--- config.mk ---
export PLATFORM = sky130hd
export DESIGN_NAME = sync_w2r_gray_mon
export DESIGN_NICKNAME = d
export VERILOG_FILES = /design/src/rtl/fifo_cdc_pkg.sv /design/src/rtl/cdc_sync_chain.sv /design/src/rtl/sync_w2r_gray_mon.sv
export SDC_FILE = /design/constraint.sdc
export NUM_CORES = 1
export LEC_CHECK = 0
export CAP_MARGIN = 5
export CORE_ASPECT_RATIO = 0.75
export CORE_UTILIZATION = 45
export CTS_CLUSTER_SIZE = 12
export DETAILED_ROUTE_END_ITERATION = 10
export PLACE_DENSITY = 0.85
export SETUP_SLACK_MARGIN = 0.1
export SLEW_MARGIN = 20
export SYNTH_ARGS = -nofsm -noshare
export SYNTH_HDL_FRONTEND = slang
export SYNTH_SLANG_ARGS = --single-unit
--- constraint.sdc ---
create_clock -name rclk -period 2.6 [get_ports rclk]
set_input_delay 0.65 -clock rclk [delete_from_list [all_inputs] [get_ports rclk]]
set_output_delay 0.65 -clock rclk [all_outputs]
set_load 0.01 [all_outputs]
--- src/rtl/fifo_cdc_pkg.sv ---
// Shared helpers for the async FIFO pointer synchronisers (w2r and r2w monitors).
// Functions operate on a fixed maximum width; callers zero-extend and truncate.
package fifo_cdc_pkg;

   localparam int MAX_PTRW = 32;

   // Pointer width including the wrap bit.
   function automatic int ptr_width(input int addrsize);
      return addrsize + 1;
   endfunction

   // Zero-extended Gray codes convert correctly: leading zeros stay zero.
   function automatic logic [MAX_PTRW-1:0] gray2bin(input logic [MAX_PTRW-1:0] g);
      logic [MAX_PTRW-1:0] b;
      b[MAX_PTRW-1] = g[MAX_PTRW-1];
      for (int i = MAX_PTRW - 2; i >= 0; i--) begin
         b[i] = b[i+1] ^ g[i];
      end
      return b;
   endfunction

   function automatic int unsigned popcount(input logic [MAX_PTRW-1:0] v);
      int unsigned n;
      n = 0;
      for (int i = 0; i < MAX_PTRW; i++) begin
         n = n + int'(v[i]);
      end
      return n;
   endfunction

endpackage

--- src/rtl/cdc_sync_chain.sv ---
// Multi-flop synchroniser: STAGES back-to-back registers, async active-low reset.
// Generic clock/reset names so the same chain serves either clock domain.
module cdc_sync_chain #(
   parameter int WIDTH  = 5,
   parameter int STAGES = 2
) (
   input  logic             clk,
   input  logic             rst_n,
   input  logic [WIDTH-1:0] d,
   output logic [WIDTH-1:0] q
);

   logic [WIDTH-1:0] stage [STAGES];

   always_ff @(posedge clk or negedge rst_n) begin
      if (!rst_n) begin
         for (int k = 0; k < STAGES; k++) begin
            stage[k] <= '0;
         end
      end else begin
         stage[0] <= d;
         for (int k = 1; k < STAGES; k++) begin
            stage[k] <= stage[k-1];
         end
      end
   end

   assign q = stage[STAGES-1];

endmodule

--- src/rtl/sync_w2r_gray_mon.sv ---
// Write-to-read Gray pointer synchroniser with binary conversion, read-side occupancy
// and a sticky monitor for non-Gray jumps or impossible occupancy.
module sync_w2r_gray_mon
   import fifo_cdc_pkg::*;
#(
   parameter int ADDRSIZE    = 4,
   parameter int SYNC_STAGES = 2
) (
   input  logic              rclk,
   input  logic              rrst_n,
   input  logic [ADDRSIZE:0] wptr,
   input  logic [ADDRSIZE:0] rptr_bin,
   input  logic              err_clr,
   output logic [ADDRSIZE:0] rq_wptr,
   output logic [ADDRSIZE:0] rq_wptr_bin,
   output logic [ADDRSIZE:0] rd_avail,
   output logic              wptr_upd,
   output logic              cdc_err
);

   localparam int PTRW = ptr_width(ADDRSIZE);
   localparam int ARMW = $clog2(SYNC_STAGES + 2);
   localparam logic [ARMW-1:0] ARM_DONE = ARMW'(SYNC_STAGES + 1);
   localparam logic [PTRW-1:0] DEPTH    = PTRW'(2 ** ADDRSIZE);

   if (SYNC_STAGES < 2 || SYNC_STAGES > 4) begin : g_bad_stages
      $error("sync_w2r_gray_mon: SYNC_STAGES=%0d outside legal range 2..4", SYNC_STAGES);
   end

   logic [PTRW-1:0] prev_gray;
   logic [ARMW-1:0] arm_cnt;
   logic            armed;
   logic            gray_jump;
   logic            overrun;
   logic            err_set;

   cdc_sync_chain #(
      .WIDTH  (PTRW),
      .STAGES (SYNC_STAGES)
   ) u_sync (
      .clk   (rclk),
      .rst_n (rrst_n),
      .d     (wptr),
      .q     (rq_wptr)
   );

   assign rd_avail = rq_wptr_bin - rptr_bin;

   // Checks stay masked until the post-reset 0 -> wptr transfer has fully drained.
   assign armed     = (arm_cnt == ARM_DONE);
   assign gray_jump = popcount(MAX_PTRW'(rq_wptr ^ prev_gray)) > 32'd1;
   assign overrun   = rd_avail > DEPTH;
   assign err_set   = armed & (gray_jump | overrun);

   always_ff @(posedge rclk or negedge rrst_n) begin
      if (!rrst_n) begin
         rq_wptr_bin <= '0;
         prev_gray   <= '0;
         wptr_upd    <= 1'b0;
         cdc_err     <= 1'b0;
         arm_cnt     <= '0;
      end else begin
         rq_wptr_bin <= PTRW'(gray2bin(MAX_PTRW'(rq_wptr)));
         prev_gray   <= rq_wptr;
         wptr_upd    <= (rq_wptr != prev_gray);
         if (!armed) begin
            arm_cnt <= arm_cnt + ARMW'(1);
         end
         // A new violation outranks a coincident clear.
         cdc_err     <= err_set | (cdc_err & ~err_clr);
      end
   end

endmodule
**Word-level counts from Yosys, hierarchy flattened**

Index checks and enable logic that the tools add are counted.

- Input bits: 13
- Output and inout port bits: 17
- Register bits after elaboration: 24
- Word-level logic and storage cells: 54

- Equality and inequality tests: 2
- Add/sub/neg operators: 33
- Bitwise gates (word level): 10
- Order comparisons: 2

Operators with widths:

| operator | number |
|---|---|
| $add A31 B1 Y32 const B | 1 |
| $gt A32 B1 Y1 const B | 1 |
| $add A30 B1 Y31 const B | 1 |
| $add A29 B1 Y30 const B | 1 |
| $add A28 B1 Y29 const B | 1 |
| $add A27 B1 Y28 const B | 1 |
| $add A26 B1 Y27 const B | 1 |
| $add A25 B1 Y26 const B | 1 |
| $add A24 B1 Y25 const B | 1 |
| $add A23 B1 Y24 const B | 1 |
| $add A22 B1 Y23 const B | 1 |
| $add A21 B1 Y22 const B | 1 |
| $add A20 B1 Y21 const B | 1 |
| $add A19 B1 Y20 const B | 1 |
| $add A18 B1 Y19 const B | 1 |
| $add A17 B1 Y18 const B | 1 |
| $add A16 B1 Y17 const B | 1 |
| $add A15 B1 Y16 const B | 1 |
| $add A14 B1 Y15 const B | 1 |
| $add A13 B1 Y14 const B | 1 |
| $add A12 B1 Y13 const B | 1 |
| $add A11 B1 Y12 const B | 1 |
| $add A10 B1 Y11 const B | 1 |
| $add A9 B1 Y10 const B | 1 |
| 18 further kinds | 23 |

**Depth between registers and ports, before layout**

Gate-level depths: netlist of the first run.

- Word-level depth: 36
- Mapped depth: 8
- Gate-level depth less buffers: 8

**Cells and area by module**

From an unflattened synthesis of the first run, not the netlist that was laid out.

- Cell total of the unflattened synthesis: 79
- Area total of the unflattened synthesis: 1026.0 µm²

By module, submodules not included:

| module | cells each | instances | area each (µm²) | sequential area each (µm²) |
|---|---|---|---|---|
| sync_w2r_gray_mon | 64 | 1 | 738.2 | 325.3 |
| cdc_sync_chain | 15 | 1 | 287.8 | 250.2 |

**Least setup slack after synthesis of the first run**

No wires, ideal clock.

- Path kind: input to output
- Start point: input rptr_bin[0]
- End point: output rd_avail[4]
- Path buffers: 0
- Slack: 221 ps
- Arrival: 1729 ps
- Data required time: 1950 ps
- Stages on the path: 6
- Path through: ha_1 inv_1 fa_1 a21o_1 a21oi_1 xnor2_1

- Longest elaborated chain between the ends: 1

RTL lines:

| element | RTL line | source |
|---|---|---|
| start, declared | sync_w2r_gray_mon.sv:12 | `input logic [ADDRSIZE:0] rptr_bin,` |
| $sub A5 B5 Y5 | sync_w2r_gray_mon.sv:47 | `assign rd_avail = rq_wptr_bin - rptr_bin;` |
| end, declared | sync_w2r_gray_mon.sv:16 | `output logic [ADDRSIZE:0] rd_avail,` |

Every way passes these cells.

**Worst setup path in the final report of the first run**

- Start point: register rq_wptr_bin[0]
- End point: output rd_avail[4]

- Longest elaborated chain between the ends: 1

RTL lines:

| element | RTL line | source |
|---|---|---|
| start, declared | sync_w2r_gray_mon.sv:15 | `output logic [ADDRSIZE:0] rq_wptr_bin,` |
| start signal, assigned | sync_w2r_gray_mon.sv:63 | `rq_wptr_bin <= PTRW'(gray2bin(MAX_PTRW'(rq_wptr)));` |
| $sub A5 B5 Y5 | sync_w2r_gray_mon.sv:47 |  |

Every way passes these cells.

==> out/summary.txt, run 1 <==
status = complete, but fails checks
failing checks = design-rule violations, negative setup slack
hold path start = u_sync.stage[9]
Syn Inst Count = 79
fraction of registers with async set/reset = 1.000
via count = 711
CTS root buf = clkbuf_4
filler cell count in the final layout = 134
htree depth = 1
Die ar. = 2477 um^2
nets = 146
CTS buffer count = 3
Yosys top cell by area = dfrtp_1
startpoint types = flip-flop
crit-path most repeated cell = inv_2
syn nets = 101
R2R depth = 11
Hold EP = u_sync.q[4]
WP data required = 1950 ps
Yosys reg bits = 23
area share of xor/xnor cells in the synthesized design = 0.1268
RePlAce Congestion = 0.8805
CP max FO = 2
power density over cell area = 637.6 nW/um^2
first-pass GRT wire length = 3.381 mm
CP Capture Type = output pin
Worst slew margin = 0.7840
DR WL/cell = 13.52 um
Top FF cell, synth = dfrtp_1
endpoints failing setup = 1
1st-iter DRT viols = 21
CTS tree = yes
leakage = 0.6932 nW
crit path kind = reg -> out
post-route minimum period = 2642 ps
fin crit share = 1.016
Reg2Reg Setup Slack = 280 ps
most common cell in the netlist = dfrtp_1
worst min-delay path class = reg -> reg
post-synth top area share = 0.5610
largest family of logic cells by synthesized area = XOR/XNOR gates
number of iterations in the first detailed-routing pass = 7
Synth Area in Simple Gates = 0.03659
layout overhead on the synthesized area = 48.05%
y dimension of the die = 43.35 um
synthesized cell area = 1026 um^2
Distinct cells, synth = 21
Hold Fails Final Rpt = 0
VDD IR max = 386.3 uV
unrepaired setup endpoints after global routing = yes
Cell Chain, Critical Path = inv_2, ha_4, inv_2, fa_2, a21o_1, a21oi_2, xnor2_2, buf_2
max-cap violations = 0
FP Rows = 14
DR vias/cell = 4.837
Post-synth top cells = dfrtp_1 (23), inv_1 (11), xor2_1 (8)
initial antenna violation count = 0
vias in the first global route = 787
Fin Setup TNS = -42.29 ps
EDFF count, synth = 0
crit path DAT = 1990 ps
Antenna Nets Post-Route = 0
top cells by area, synth = dfrtp_1 (56%), ha_1 (8.5%), xor2_1 (6.8%), buf_4 (4.4%), xnor2_1 (4.3%)
CTS Hold Bufs = 0
yosys warns = 0
dpl ws = -931.3 ps
clk sinks = 23
Die X = 57.14 um
mux contribution to synthesized area = 0.01098
syn avg cell area = 12.99 um^2
Crit path buffers/inverters = 3
Post-Synth Adder-Cell Area = 0.1244
initial core utilization = 0.4922
Max Freq = 378.5 MHz
R2R Path Start = rq_wptr_bin[2]
reg-to-reg critical path endpoint = cdc_err
layout cells sized above 1 = 0.3659
final hold slack = 362.0 ps
Top Ports = 30
Post-route DRC = 8
max-slew violation count = 0
Core Box Area = 2085 um^2
diode count = 0
WHS Path Cells = 0
Core Util, Final = 0.7287
Worst path top cell family by delay = adder cells
Crit path largest cell delay = 410 ps
Buffers on Ports = 29
Final WS setup = -42.29 ps
post-synthesis sequential area ratio = 0.5610
DPL Wire Length = 1.315 mm
Overall Power = 0.9685 mW
GRT overflow = 0
worst slew pin tran = 321.6 ps
CTS clk-pin slew, worst paths = 120 ps
maximum clock path buffer count = 2
pin count of the biggest net entering global routing = 24
Critical-path top delay cell = dfrtp_1
clock skew = 11.56 ps
post-synthesis compound-gate area fraction = 0.05610
final wirelength = 1.988 mm
gr usage total = 0.1869
worst skew pair latency = 310 ps
[placed cells by master, fill, tap and decap left out]
cell type	count
a211o_1	1
a21o_1	1
a21oi_2	2
a22o_1	1
a31o_2	1
buf_2	4
buf_4	17
clkbuf_2	1
clkbuf_4	3
clkdlybuf4s50_1	21
clkinvlp_4	1
dfrtp_1	23
dlygate4sd2_1	2
dlymetal6s2s_1	1
fa_1	1
fa_2	1
ha_1	3
ha_4	4
inv_1	6
inv_2	5
mux2_2	1
nand2_2	1
nand3_1	1
nand3b_1	2
nor2_1	2
o21ai_0	1
o31a_1	1
or3_1	1
xnor2_1	4
xnor2_2	2
xor2_1	6
xor2_2	2
[cell type report]
type                    count  area [um^2]  area share
clock buffers               3        22.52     0.01483
clock inverters             1        7.507    0.004942
inverters                  11        41.29     0.02718
multi-input cells          39        449.2      0.2957
flip-flops and latches     23        575.6      0.3789
well taps                  24        30.03     0.01977
repair buffers             46        392.9      0.2586
[worst max path at each step]
stage / startpoint / end / slack [ps] / cells past startpoint
6_report: rq_wptr_bin[0] / rd_avail[4] / -40 / 8
5_1_grt: rq_wptr_bin[0] / rd_avail[4] / -150 / 8
4_1_cts: rq_wptr_bin[0] / rd_avail[4] / -90 / 8
3_5_place_dp: rptr_bin[0] / rd_avail[4] / -930 / 8
3_3_place_gp: rptr_bin[0] / rd_avail[4] / -810 / 8
2_1_floorplan: rptr_bin[0] / rd_avail[4] / 220 / 6
[kinds of logic (layout without fill, tap and decap cells)]
family,Yosys count,after routing
xor+xnor,14,14
fa+ha+maj,9,9
buf+inv,17,61
compound gates,8,8
simple gates,7,7
mux,1,1
flops,23,23
[metal layers]
metal	vias up	global-route usage	wire length [um]
met2	36	0.3412	1021
li1	330	-	-
met3	4	0.06567	149
met4	0	0.04878	31
met5	-	0	0
met1	341	0.2121	785
[report_power, final]
part,switching [mW],internal [mW]
Clock,0.101,0.0587
Sequential,0.0233,0.383
Combinational,0.172,0.230
[through the flow]
| step | instance area [um^2] | instances |
|---|---|---|
| after floorplan | 1026 | 79 |
| after global placement | 1339 | 131 |
| after detailed placement | 1339 | 131 |
| after CTS | 1468 | 145 |
| after global routing | 1519 | 147 |
| final | 1519 | 147 |
[sequential cells by signal, summed over array words and instances (netlist names)]
name          cells
arm_cnt           2
cdc_err           1
prev_gray         5
rq_wptr_bin       4
u_sync.q          5
u_sync.stage      5
wptr_upd          1
[what timing repair did]
item,CTS,global route
setup endpoints to repair,6,5
pin swaps,8,12
gates resized for setup,29,9
buffers inserted,10,2
hold endpoints to repair,0,0
(Power assumes the default switching activity.)
==> inputs of run 2 (changes only) <==
--- a/config.mk
+++ b/config.mk
@@ -11,7 +11,7 @@
 export CTS_CLUSTER_SIZE = 12
 export DETAILED_ROUTE_END_ITERATION = 10
 export PLACE_DENSITY = 0.85
-export SETUP_SLACK_MARGIN = 0.1
+export SETUP_SLACK_MARGIN = 0.05
 export SLEW_MARGIN = 20
 export SYNTH_ARGS = -nofsm -noshare
 export SYNTH_HDL_FRONTEND = slang
==> out/summary.txt, run 2 (same netlist as run 1, synthesis figures left out) <==
crit path kind = in -> out
dpl ws = -931.3 ps
DPL Wire Length = 1.315 mm
pin count of the biggest net entering global routing = 24
startpoint types = primary input
leakage = 0.6893 nW
filler cell count in the final layout = 132
Final WS setup = -48.37 ps
Buffers on Ports = 29
initial antenna violation count = 0
Setup crit end = rd_avail[4]
reg-to-reg critical path endpoint = cdc_err
clock skew = 12.35 ps
Die ar. = 2477 um^2
Post-route DRC = 8
vias in the first global route = 787
Core Box Area = 2085 um^2
power density over cell area = 636.1 nW/um^2
R2R depth = 11
y dimension of the die = 43.35 um
RePlAce Congestion = 0.8805
DR WL/cell = 13.58 um
worst slew pin tran = 321.6 ps
nets = 145
clk sinks = 23
CTS Hold Bufs = 0
Core Util, Final = 0.7269
gr usage total = 0.1869
layout cells sized above 1 = 0.3525
worst min-delay path class = reg -> reg
CTS root buf = clkbuf_4
Crit path largest cell delay = 390 ps
Antenna Nets Post-Route = 0
Die X = 57.14 um
Critical-path top delay cell = fa_2
FP Rows = 14
worst skew pair latency = 310 ps
VDD IR max = 386.3 uV
max-slew violation count = 0
Worst slew margin = 0.7840
commonest cells after routing, fill and taps aside = dfrtp_1 (23), clkdlybuf4s50_1 (21), buf_4 (16)
status = complete, but fails checks
Cell Chain, Critical Path = dlygate4sd2_1, inv_2, fa_2, a21o_1, a21oi_2, xnor2_2, buf_2
commonest non-fill, non-tap cell in the layout = dfrtp_1
R2R Path Start = rq_wptr_bin[2]
DR vias/cell = 4.870
WP data required = 1950 ps
unrepaired setup endpoints after global routing = yes
CTS tree = yes
Top Ports = 30
CTS clk-pin slew, worst paths = 120 ps
layout overhead on the synthesized area = 47.68%
failing checks = design-rule violations, negative setup slack
Max Freq = 377.6 MHz
htree depth = 1
initial core utilization = 0.4922
final hold slack = 362.0 ps
via count = 711
crit path DAT = 2000 ps
post-route minimum period = 2648 ps
CP Capture Type = output pin
fin crit share = 1.019
final instance area = 1515 um^2
CTS buffer count = 3
maximum clock path buffer count = 2
number of iterations in the first detailed-routing pass = 7
WHS Path Cells = 0
max-cap violations = 0
GRT overflow = 0
Hold Fails Final Rpt = 0
CP max FO = 2
Post-DP Area = 1339 um^2
Reg2Reg Setup Slack = 280 ps
final wirelength = 1.982 mm
worst setup path startpoint = rptr_bin[1]
diode count = 0
endpoints failing setup = 1
first-pass GRT wire length = 3.381 mm
1st-iter DRT viols = 24
==> run 2: cell types whose count changed in the layout (fill, tap and decap cells not counted) <==
cell           delta
buf_4             -1
dlygate4sd2_1     +1
clkbuf_2          -1
==> run 2: routing by layer <==
metal	vias up	wire, um	GRT usage
li1	329	-	-
met1	342	769	0.2121
met2	36	1028	0.3412
met3	4	157	0.06567
met4	0	27	0.04878
met5	-	0	0
==> run 2: metrics by stage <==
step / TNS [ps] / cells / power (mW)
floorplan: 0 / 79 / 0.5524
global placement: -2504 / 131 / 0.7026
detailed placement: -2792 / 131 / 0.7184
global route: -146.2 / 146 / 1.026
CTS: -93.20 / 145 / 0.9304
finish: -48.37 / 146 / 0.9638
==> run 2: cell type report <==
type                            count  area [um^2]  area share
Tap cell                           24        30.03     0.01982
Timing Repair Buffer               45        389.1      0.2568
Sequential cell                    23        575.6      0.3799
Clock inverter                      1        7.507    0.004955
Inverter                           11        41.29     0.02725
Clock buffer                        3        22.52     0.01486
Multi-Input combinational cell     39        449.2      0.2964
==> run 2: worst max-delay path: cells and delay by family <==
kind	cells	cell delay, ps
AOI/OAI and AO/OA	2	390
buffers and inverters	3	420
xor gates and xnor gates	1	140
adders and majority gates	1	390
==> run 2: what timing repair did <==
action	in CTS	in global routing
gates resized for setup	29	7
pin swaps	8	8
setup buffers	10	1
setup endpoints to repair	6	5
==> run 2: worst min path at each step <==
stage                    start     endpoint  slack [ps]
2_1_floorplan  u_sync.stage[5]  u_sync.q[0]         330
4_1_cts        u_sync.stage[9]  u_sync.q[4]         360
5_1_grt        u_sync.stage[7]  u_sync.q[2]         370
3_3_place_gp   u_sync.stage[5]  u_sync.q[0]         330
6_report       u_sync.stage[9]  u_sync.q[4]         360
3_5_place_dp   u_sync.stage[9]  u_sync.q[4]         330
==> run 2: report_power, final <==
group          total, mW  leakage [nW]  internal (mW)  switching (mW)
Sequential         0.407         0.257          0.383          0.0235
Clock              0.160        0.0139         0.0587           0.101
Combinational      0.398         0.418          0.227           0.171
Total              0.964         0.689          0.669           0.295
